<file path="src/rtl/main_net_load_sequencer.sv">
// Programs main_net: streams hidden_1/hidden_2/output weights from an external memory into its weight port,
// then presents one captured state vector and waits for main_net to finish.
module main_net_load_sequencer #(
  parameter int DATA_WIDTH                    = 32,
  parameter int LAYER_WIDTH                   = 2,
  parameter int NUMBER_OF_INPUT_NODE          = 2,
  parameter int NUMBER_OF_HIDDEN_NODE_LAYER_1 = 32,
  parameter int NUMBER_OF_HIDDEN_NODE_LAYER_2 = 32,
  parameter int NUMBER_OF_OUTPUT_NODE         = 3,
  parameter int WEIGHT_COUNTER_WIDTH          = 11,
  parameter int DATA_COUNTER_WIDTH            = $clog2(NUMBER_OF_HIDDEN_NODE_LAYER_1)
) (
  input  logic                                       clk,
  input  logic                                       rst_n,
  input  logic                                       i_start,
  input  logic                                       i_mode,
  input  logic [DATA_WIDTH*NUMBER_OF_INPUT_NODE-1:0] i_state,
  output logic                                       o_mem_rd_en,
  output logic [LAYER_WIDTH-1:0]                     o_mem_layer,
  output logic [WEIGHT_COUNTER_WIDTH-1:0]            o_mem_addr,
  input  logic [DATA_WIDTH-1:0]                      i_mem_data,
  output logic                                       o_weight_valid,
  output logic                                       o_rw_weight_select,
  output logic [LAYER_WIDTH-1:0]                     o_weight_layer,
  output logic [WEIGHT_COUNTER_WIDTH-1:0]            o_weight_addr,
  output logic [DATA_WIDTH-1:0]                      o_weight,
  output logic                                       o_data_valid,
  output logic [DATA_COUNTER_WIDTH-1:0]              o_data_addr,
  output logic [DATA_WIDTH-1:0]                      o_data,
  input  logic                                       i_main_net_done,
  output logic                                       o_busy,
  output logic                                       o_done
);

  // Layer word counts: each node stores fan_in weights followed by its bias.
  localparam int N1 = NUMBER_OF_HIDDEN_NODE_LAYER_1 * (NUMBER_OF_INPUT_NODE + 1);
  localparam int N2 = NUMBER_OF_HIDDEN_NODE_LAYER_2 * (NUMBER_OF_HIDDEN_NODE_LAYER_1 + 1);
  localparam int N3 = NUMBER_OF_OUTPUT_NODE * (NUMBER_OF_HIDDEN_NODE_LAYER_2 + 1);

  localparam logic [WEIGHT_COUNTER_WIDTH-1:0] N1_LAST = WEIGHT_COUNTER_WIDTH'(N1 - 1);
  localparam logic [WEIGHT_COUNTER_WIDTH-1:0] N2_LAST = WEIGHT_COUNTER_WIDTH'(N2 - 1);
  localparam logic [WEIGHT_COUNTER_WIDTH-1:0] N3_LAST = WEIGHT_COUNTER_WIDTH'(N3 - 1);
  localparam logic [WEIGHT_COUNTER_WIDTH-1:0] W_ONE   = WEIGHT_COUNTER_WIDTH'(1);
  localparam logic [DATA_COUNTER_WIDTH-1:0]   D_LAST  = DATA_COUNTER_WIDTH'(NUMBER_OF_INPUT_NODE - 1);
  localparam logic [DATA_COUNTER_WIDTH-1:0]   D_ONE   = DATA_COUNTER_WIDTH'(1);

  localparam logic [LAYER_WIDTH-1:0] CODE_L1 = LAYER_WIDTH'(1);
  localparam logic [LAYER_WIDTH-1:0] CODE_L2 = LAYER_WIDTH'(2);
  localparam logic [LAYER_WIDTH-1:0] CODE_L3 = LAYER_WIDTH'(3);

  typedef enum logic [2:0] {
    S_IDLE = 3'd0,
    S_L1   = 3'd1,
    S_L2   = 3'd2,
    S_L3   = 3'd3,
    S_GAP  = 3'd4,
    S_DATA = 3'd5,
    S_WAIT = 3'd6
  } state_t;

  state_t                          state, state_n;
  logic [WEIGHT_COUNTER_WIDTH-1:0] wcnt;
  logic [DATA_COUNTER_WIDTH-1:0]   dcnt;
  logic [LAYER_WIDTH-1:0]          last_layer;
  logic [DATA_WIDTH-1:0]           state_q [NUMBER_OF_INPUT_NODE];

  logic                            wv_q;
  logic [LAYER_WIDTH-1:0]          wl_q;
  logic [WEIGHT_COUNTER_WIDTH-1:0] wa_q;
  logic                            done_q;

  // All streams here are valid-only: a word transfers on every cycle its valid is high,
  // there is no back-pressure, and layer/address/data are forced to zero while valid is low.
  always_comb begin
    state_n      = state;
    o_mem_rd_en  = 1'b0;
    o_mem_layer  = '0;
    o_mem_addr   = '0;
    o_data_valid = 1'b0;
    o_data_addr  = '0;
    o_data       = '0;
    case (state)
      S_IDLE: begin
        if (i_start) state_n = i_mode ? S_DATA : S_L1;
      end
      S_L1: begin
        o_mem_rd_en = 1'b1;
        o_mem_layer = CODE_L1;
        o_mem_addr  = wcnt;
        if (wcnt == N1_LAST) state_n = S_GAP;
      end
      S_L2: begin
        o_mem_rd_en = 1'b1;
        o_mem_layer = CODE_L2;
        o_mem_addr  = wcnt;
        if (wcnt == N2_LAST) state_n = S_GAP;
      end
      S_L3: begin
        o_mem_rd_en = 1'b1;
        o_mem_layer = CODE_L3;
        o_mem_addr  = wcnt;
        if (wcnt == N3_LAST) state_n = S_GAP;
      end
      S_GAP: begin
        case (last_layer)
          CODE_L1: state_n = S_L2;
          CODE_L2: state_n = S_L3;
          default: state_n = S_DATA;
        endcase
      end
      S_DATA: begin
        o_data_valid = 1'b1;
        o_data_addr  = dcnt;
        for (int k = 0; k < NUMBER_OF_INPUT_NODE; k++) begin
          if (dcnt == DATA_COUNTER_WIDTH'(k)) o_data = state_q[k];
        end
        if (dcnt == D_LAST) state_n = S_WAIT;
      end
      S_WAIT: begin
        if (i_main_net_done) state_n = S_IDLE;
      end
      default: state_n = S_IDLE;
    endcase
  end

  always_ff @(posedge clk) begin
    if (!rst_n) begin
      state      <= S_IDLE;
      wcnt       <= '0;
      dcnt       <= '0;
      last_layer <= '0;
      for (int k = 0; k < NUMBER_OF_INPUT_NODE; k++) state_q[k] <= '0;
      wv_q       <= 1'b0;
      wl_q       <= '0;
      wa_q       <= '0;
      done_q     <= 1'b0;
    end else begin
      state <= state_n;
      // Address counters clear whenever their phase ends so every layer starts at word 0.
      wcnt  <= (o_mem_rd_en && (state_n == state)) ? wcnt + W_ONE : '0;
      dcnt  <= (o_data_valid && (state_n == S_DATA)) ? dcnt + D_ONE : '0;
      if (o_mem_rd_en) last_layer <= o_mem_layer;
      if ((state == S_IDLE) && i_start) begin
        for (int k = 0; k < NUMBER_OF_INPUT_NODE; k++) begin
          state_q[k] <= i_state[k*DATA_WIDTH +: DATA_WIDTH];
        end
      end
      wv_q   <= o_mem_rd_en;
      wl_q   <= o_mem_layer;
      wa_q   <= o_mem_addr;
      done_q <= (state == S_WAIT) && i_main_net_done;
    end
  end

  // Read data arrives one cycle after the strobe, aligned with the delayed valid/layer/address.
  assign o_weight_valid     = wv_q;
  assign o_weight_layer     = wl_q;
  assign o_weight_addr      = wa_q;
  assign o_weight           = wv_q ? i_mem_data : '0;
  assign o_rw_weight_select = 1'b0;
  assign o_busy             = (state != S_IDLE);
  assign o_done             = done_q;

endmodule

</file>
<file path="config.mk">
export PLATFORM = sky130hd
export DESIGN_NAME = main_net_load_sequencer
export DESIGN_NICKNAME = d
export VERILOG_FILES = /design/src/rtl/main_net_load_sequencer.sv
export SDC_FILE = /design/constraint.sdc
export NUM_CORES = 1
export LEC_CHECK = 0
export ABC_AREA = 1
export BUFFER_PORTS_ARGS = -buffer_cell sky130_fd_sc_hd__clkbuf_2
export CELL_PAD_IN_SITES_DETAIL_PLACEMENT = 1
export CELL_PAD_IN_SITES_GLOBAL_PLACEMENT = 2
export CORE_MARGIN = 2
export CORE_UTILIZATION = 26
export CTS_CLUSTER_SIZE = 28
export DETAILED_ROUTE_END_ITERATION = 8
export PLACE_DENSITY_LB_ADDON = 0.12
export SETUP_SLACK_MARGIN = 0.3
export SYNTH_ARGS = -nofsm -noshare
export SYNTH_HDL_FRONTEND = slang
export SYNTH_SLANG_ARGS = --single-unit
</file>
<file path="constraint.sdc">
create_clock -name clk -period 3.6 [get_ports clk]
set_clock_uncertainty 0.1 [all_clocks]
set_input_delay 0.54 -clock clk [delete_from_list [all_inputs] [get_ports clk]]
set_output_delay 0.54 -clock clk [all_outputs]
set_load 0.02 [all_outputs]
</file>
Yosys cells after proc, flatten, opt, wreduce, memory -nomap -nowiden
Memories as Yosys holds them, arrays and structs flattened.
Cells that the tools add are included.
{ "word_totals": {"register_bits": 36, "ram_bits": 64, "inputBits": 101, "output_inout_bits": 101, "elab_cells": 61, "memories": 1} }
{ "memory_table": {"columns": ["name", "depth", "width", "rd", "rd_clocked_by_memory_dff", "write_ports", "line", "rtl"], "rows": [
  ["state_q", 2, 32, 2, 0, 2, "65", "logic [DATA_WIDTH-1:0] state_q [NUMBER_OF_INPUT_NODE];"]
]} }
{ "op_classes": {"add_sub_neg": 2, "n_eq_ne": 14, "mux": 24, "bitwise": 2, "reduce_logical": 10} }
{ "ops": {"columns": ["operator", "count"], "rows": [
  ["32-bit two-way mux", 6],
  ["11-bit by 7-bit equality test with 1-bit output (second input constant)", 2],
  ["3-bit two-way mux", 7],
  ["3-bit case mux with 7 select lines", 1],
  ["3-bit equality test (second input constant)", 4],
  ["11-bit by 1-bit adder with 11-bit output (second input constant)", 1],
  ["11-bit equality test (second input constant)", 1],
  ["11-bit two-way mux", 1],
  ["3-bit by 2-bit equality test with 1-bit output (second input constant)", 2],
  ["1-bit two-way mux", 6],
  ["2-bit case mux with 3 select lines", 1],
  ["3-bit case mux with 2 select lines", 1],
  ["5-bit by 1-bit adder with 5-bit output (second input constant)", 1],
  ["5-bit by 1-bit equality test with 1-bit output (second input constant)", 1],
  ["5-bit zero test", 1],
  ["5-bit two-way mux", 1],
  ["1-bit logical AND", 4],
  ["2-bit AND reduction", 2],
  ["3-bit by 1-bit equality test with 1-bit output (second input constant)", 1],
  ["3-bit equality test", 1],
  ["3-bit zero test", 1],
  ["3-bit nonzero test", 1],
  ["3-bit OR reduction", 1],
  ["2-bit by 1-bit equality test with 1-bit output (second input constant)", 1],
  ["2 further kinds", 3]
]} }

Depth between registers and ports, before layout
{ "depth": {"ltp_word": 6, "mapped_depth": 10, "depth_no_buf": 9} }

Least setup slack after synthesis
OpenSTA, ideal clock, no wires.
{ "synth_path": {"path_type": "register -> register", "from": "reg state[1]", "to": "mem state_q[0][0] (enable)", "arrival_ns": 2.058, "required_time_ns": 3.077, "setup_slack_ns": 1.019, "path_stages_with_launch": 4, "n_path_buf": 0, "period_less_slack_ns": 2.581, "path_cell_list": "dfxtp_1 > nor2_2 > nand3_1 > nand2_1"} }
{ "synth_lines": {"columns": ["item", "line", "rtl"], "rows": [
  ["from (decl)", "61", "state_t state, state_n;"],
  ["from (signal assigned)", "138", "state <= state_n;"],
  ["to (decl)", "65", null]
]} }

Final worst setup path
{ "layout_path": {"from": "reg state[2]", "to": "out o_data[20]"} }
{ "layout_between": {"elab_chain_len": 2} }
{ "layout_rtl": {"columns": ["item", "line", "rtl"], "rows": [
  ["3-bit equality test", "82", "case (state)"],
  ["32-bit two-way mux", "82", null],
  ["to (decl)", "29", "output logic [DATA_WIDTH-1:0] o_data,"]
]} }
Every way passes these cells.

==> results.json <==
{
  "grt_max_degree": 65,
  "grt_antenna_before_repair": 0,
  "critical_path.startpoint": "state[2]$_SDFF_PN0_",
  "power_frac_clock": 0.332,
  "crit_arrival_ns": 2.13,
  "crit_path_max_fanout": 32,
  "grt_pass1_wl_mm": 21.7,
  "worst_pin_slew_ns": 1.03,
  "cts_setup_buffers": 0,
  "cts_hold_buf": 0,
  "cts.sinks": 100,
  "cp-endpoint": "o_data[20]",
  "grt_pass1_vias": 4312,
  "clock_path_buffers": 2,
  "synthesis.area_sq_um": 4710,
  "path_class": "flip-flop to primary output",
  "leakage_nw": 3.30,
  "wl_mm": 13.5,
  "status": "complete, no violations",
  "vias": 4221,
  "synth-seq-cells": 100,
  "cts_buffers": 9,
  "syn_area_per_cell_sq_um": 8.02,
  "die-height_um": 139,
  "crit_path_end_kind": "primary output",
  "syn_inst": 587,
  "cap_viol_max_count": 0,
  "yosysWarnings": 0,
  "min_path_type": "input pin to flip-flop",
  "finalCritPeriodShare": 0.769,
  "globalplace.congestion": 0.756,
  "dr.pass1.iters": 4,
  "cts-resized-gates": 0,
  "htree_levels": 3,
  "antennaDiodeCount": 0,
  "placeableCoreArea_sq_um": 17800,
  "cts_tree": "built",
  "start_util": 0.264,
  "ys_seq_area_frac": 0.561,
  "synth_nets": 694,
  "worst_slack_ns": 0.832,
  "ios": 202,
  "drtIter0Drc": 147,
  "cpMaxStageDelayCell": "dfxtp_1",
  "slowest_delay_ns": 0.49,
  "drc": 0,
  "worstPathCellList": "nand3_2 > inv_2 > nand2_1 > inv_2 > nand4_1 > buf_4 > o21ai_1 > clkbuf_2",
  "swShare": 0.286,
  "grt.busiest_layer": "met2",
  "max_freq_ghz": 0.361,
  "grt_use_total": 0.141,
  "routedWlPerCell_um": 13.3,
  "antenna_left": 0,
  "min_period_ns": 2.77,
  "clock-root-buffer": "clkbuf_16",
  "setup_violations": 0,
  "relSlewSlack": 0.310,
  "portBuffers": 200,
  "reg2reg_from": "state[0]$_SDFF_PN0_",
  "worstSkewPairLatency_ns": 0.35,
  "place_hpwl_mm": 10.2,
  "worstPathRequired_ns": 2.96,
  "grt_util_met3": 0.0328,
  "syn_to_final_growth_pct": 31.9,
  "cts.clk_slew.worst_paths_ns": 0.07,
  "combPwrFrac": 0.155,
  "ir_worst_vdd_uv": 221,
  "worst-r2r-setup-slack_ns": 1.19,
  "slew_viol_final": 0,
  "final_hold_viol_count": 0,
  "seqPwrFrac": 0.513,
  "die_w_um": 139,
  "p_sw_w": 0.000787,
  "met2_usage": 0.248,
  "cp-start-kind": "flip-flop",
  "rsz0062_at_grt": "false",
  "fin_tns_setup_ns": 0,
  "ys_types": 25,
  "place_ws_ns": 1.05,
  "internal_power_w": 0.00196,
  "die-area_sq_um": 19200,
  "via_per_inst": 4.16,
  "rows": 49,
  "layout-drive-gt1-share": 0.290,
  "ff2ff_path_depth": 4,
  "p_per_area_nw_per_um2": 442,
  "grt-ovfl-total": 0,
  "final_nets": 889,
  "critPathMostFrequentCell": "inv_2",
  "crit-reg2reg-capture": "state_q[0][32]$_SDFFCE_PN0P_",
  "met1_usage": 0.172
}
[metal layers]
layer / share of wire / vias to the layer above / routed length (um)
li1: - / 2119 / -
met1: 0.44 / 1990 / 5950
met2: 0.50 / 100 / 6800
met3: 0.045 / 12 / 606
met4: 0.013 / 0 / 180
met5: 0 / - / 0
[synth_stat cells]
| master | instances | area (sq um) |
|---|---|---|
| buf_2 | 7 | 35.0 |
| nor2_2 | 2 | 12.5 |
| nor3_1 | 5 | 25.0 |
| buf_4 | 3 | 22.5 |
| o211ai_1 | 2 | 15.0 |
| o21ai_1 | 30 | 150 |
| nor2_1 | 129 | 484 |
| nand2_1 | 87 | 327 |
| nand3_1 | 14 | 70.1 |
| nand3b_1 | 1 | 7.51 |
| nand4_1 | 4 | 25.0 |
| inv_2 | 4 | 15.0 |
| o21bai_1 | 1 | 7.51 |
| dfxtp_1 | 36 | 721 |
| a21oi_1 | 3 | 15.0 |
| ha_1 | 6 | 75.1 |
| o21ai_0 | 5 | 25.0 |
| or2_2 | 1 | 6.26 |
| nand3_2 | 1 | 10.0 |
| xor2_1 | 10 | 87.6 |
| inv_1 | 159 | 597 |
| xnor2_1 | 1 | 8.76 |
| edfxtp_1 | 64 | 1920 |
| conb_1 | 1 | 3.75 |
| clkbuf_1 | 11 | 41.3 |
[sequential cells by signal (all words and copies together), names as in the netlist]
name,count
dcnt,5
last_layer,2
o_done,1
o_weight_addr,11
o_weight_layer,2
o_weight_valid,1
state,3
state_q,64
wcnt,11
[critical path: cells and delay by family, from the launching register on]
family,cells,cell delay (ns)
buffers and inverters,4,0.65
DFF,1,0.49
and+or+nand+nor,3,0.39
AOI/OAI and AO/OA,1,0.23
[cell families after synthesis]
| logic type | count (synthesis) | synth area share |
|---|---|---|
| buf+inv | 184 | 0.151 |
| fa+ha+maj | 6 | 0.0159 |
| other cells | 1 | 0.000796 |
| flops | 100 | 0.561 |
| compound gates | 41 | 0.0452 |
| xor+xnor | 11 | 0.0205 |
| simple gates | 244 | 0.205 |
[worst min path at each step]
| stage | start | end | slack [ns] | cells past startpoint |
|---|---|---|---|---|
| after CTS | i_main_net_done | o_done$_SDFF_PN0_ | 0.30 | 3 |
| after floorplan | wcnt[0]$_SDFF_PN0_ | wcnt[0]$_SDFF_PN0_ | 0.34 | 1 |
| after global placement | last_layer[1]$_SDFFE_PN0N_ | last_layer[1]$_SDFFE_PN0N_ | 0.36 | 2 |
| after detailed placement | last_layer[1]$_SDFFE_PN0N_ | last_layer[1]$_SDFFE_PN0N_ | 0.37 | 2 |
| after global routing | i_main_net_done | o_done$_SDFF_PN0_ | 0.31 | 3 |
| final | i_main_net_done | o_done$_SDFF_PN0_ | 0.31 | 3 |
[cell usage in the layout, fill, tap and decap left out, types with 6 or more instances in the layout]
cell       Yosys  final
clkbuf_16      0      9
clkbuf_2       0    200
inv_1        159    159
dfxtp_1       36     36
nand3_1       14     14
edfxtp_1      64     64
ha_1           6      6
nand2_1       87     86
o21ai_1       30     30
xor2_1        10     10
nor2_1       129    128
[stage by stage]
stage          hold WS, ns  total power [W]  instances  area [sq um]  utilization
2_1_floorplan        0.341          0.00169        587          4710            -
3_3_place_gp         0.359          0.00186       1000          5940        0.333
3_5_place_dp         0.374          0.00188       1000          5940        0.333
4_1_cts              0.301          0.00280       1015          6210        0.348
5_1_grt              0.306          0.00290       1015          6210        0.348
6_report             0.313          0.00275       1015          6210        0.348
[power groups by stage]
stage | sequential, W | clock [W] | combinational [W]
floorplan | 0.00142 | 0 | 0.000272
global placement | 0.00143 | 0 | 0.000430
CTS | 0.00141 | 0.000952 | 0.000441
finish | 0.00141 | 0.000910 | 0.000426
detailed placement | 0.00144 | 0 | 0.000440
global route | 0.00142 | 0.000991 | 0.000484
[layout make-up]
type,instances,area [sq um]
inverters,163,612
clock inverters,5,38.8
flip-flops and latches,100,2640
well taps,229,287
fillers,2229,11600
multi-input cells,303,1370
clock buffers,10,229
repair buffers,205,1040
Power figures use the tool's default switching activity.
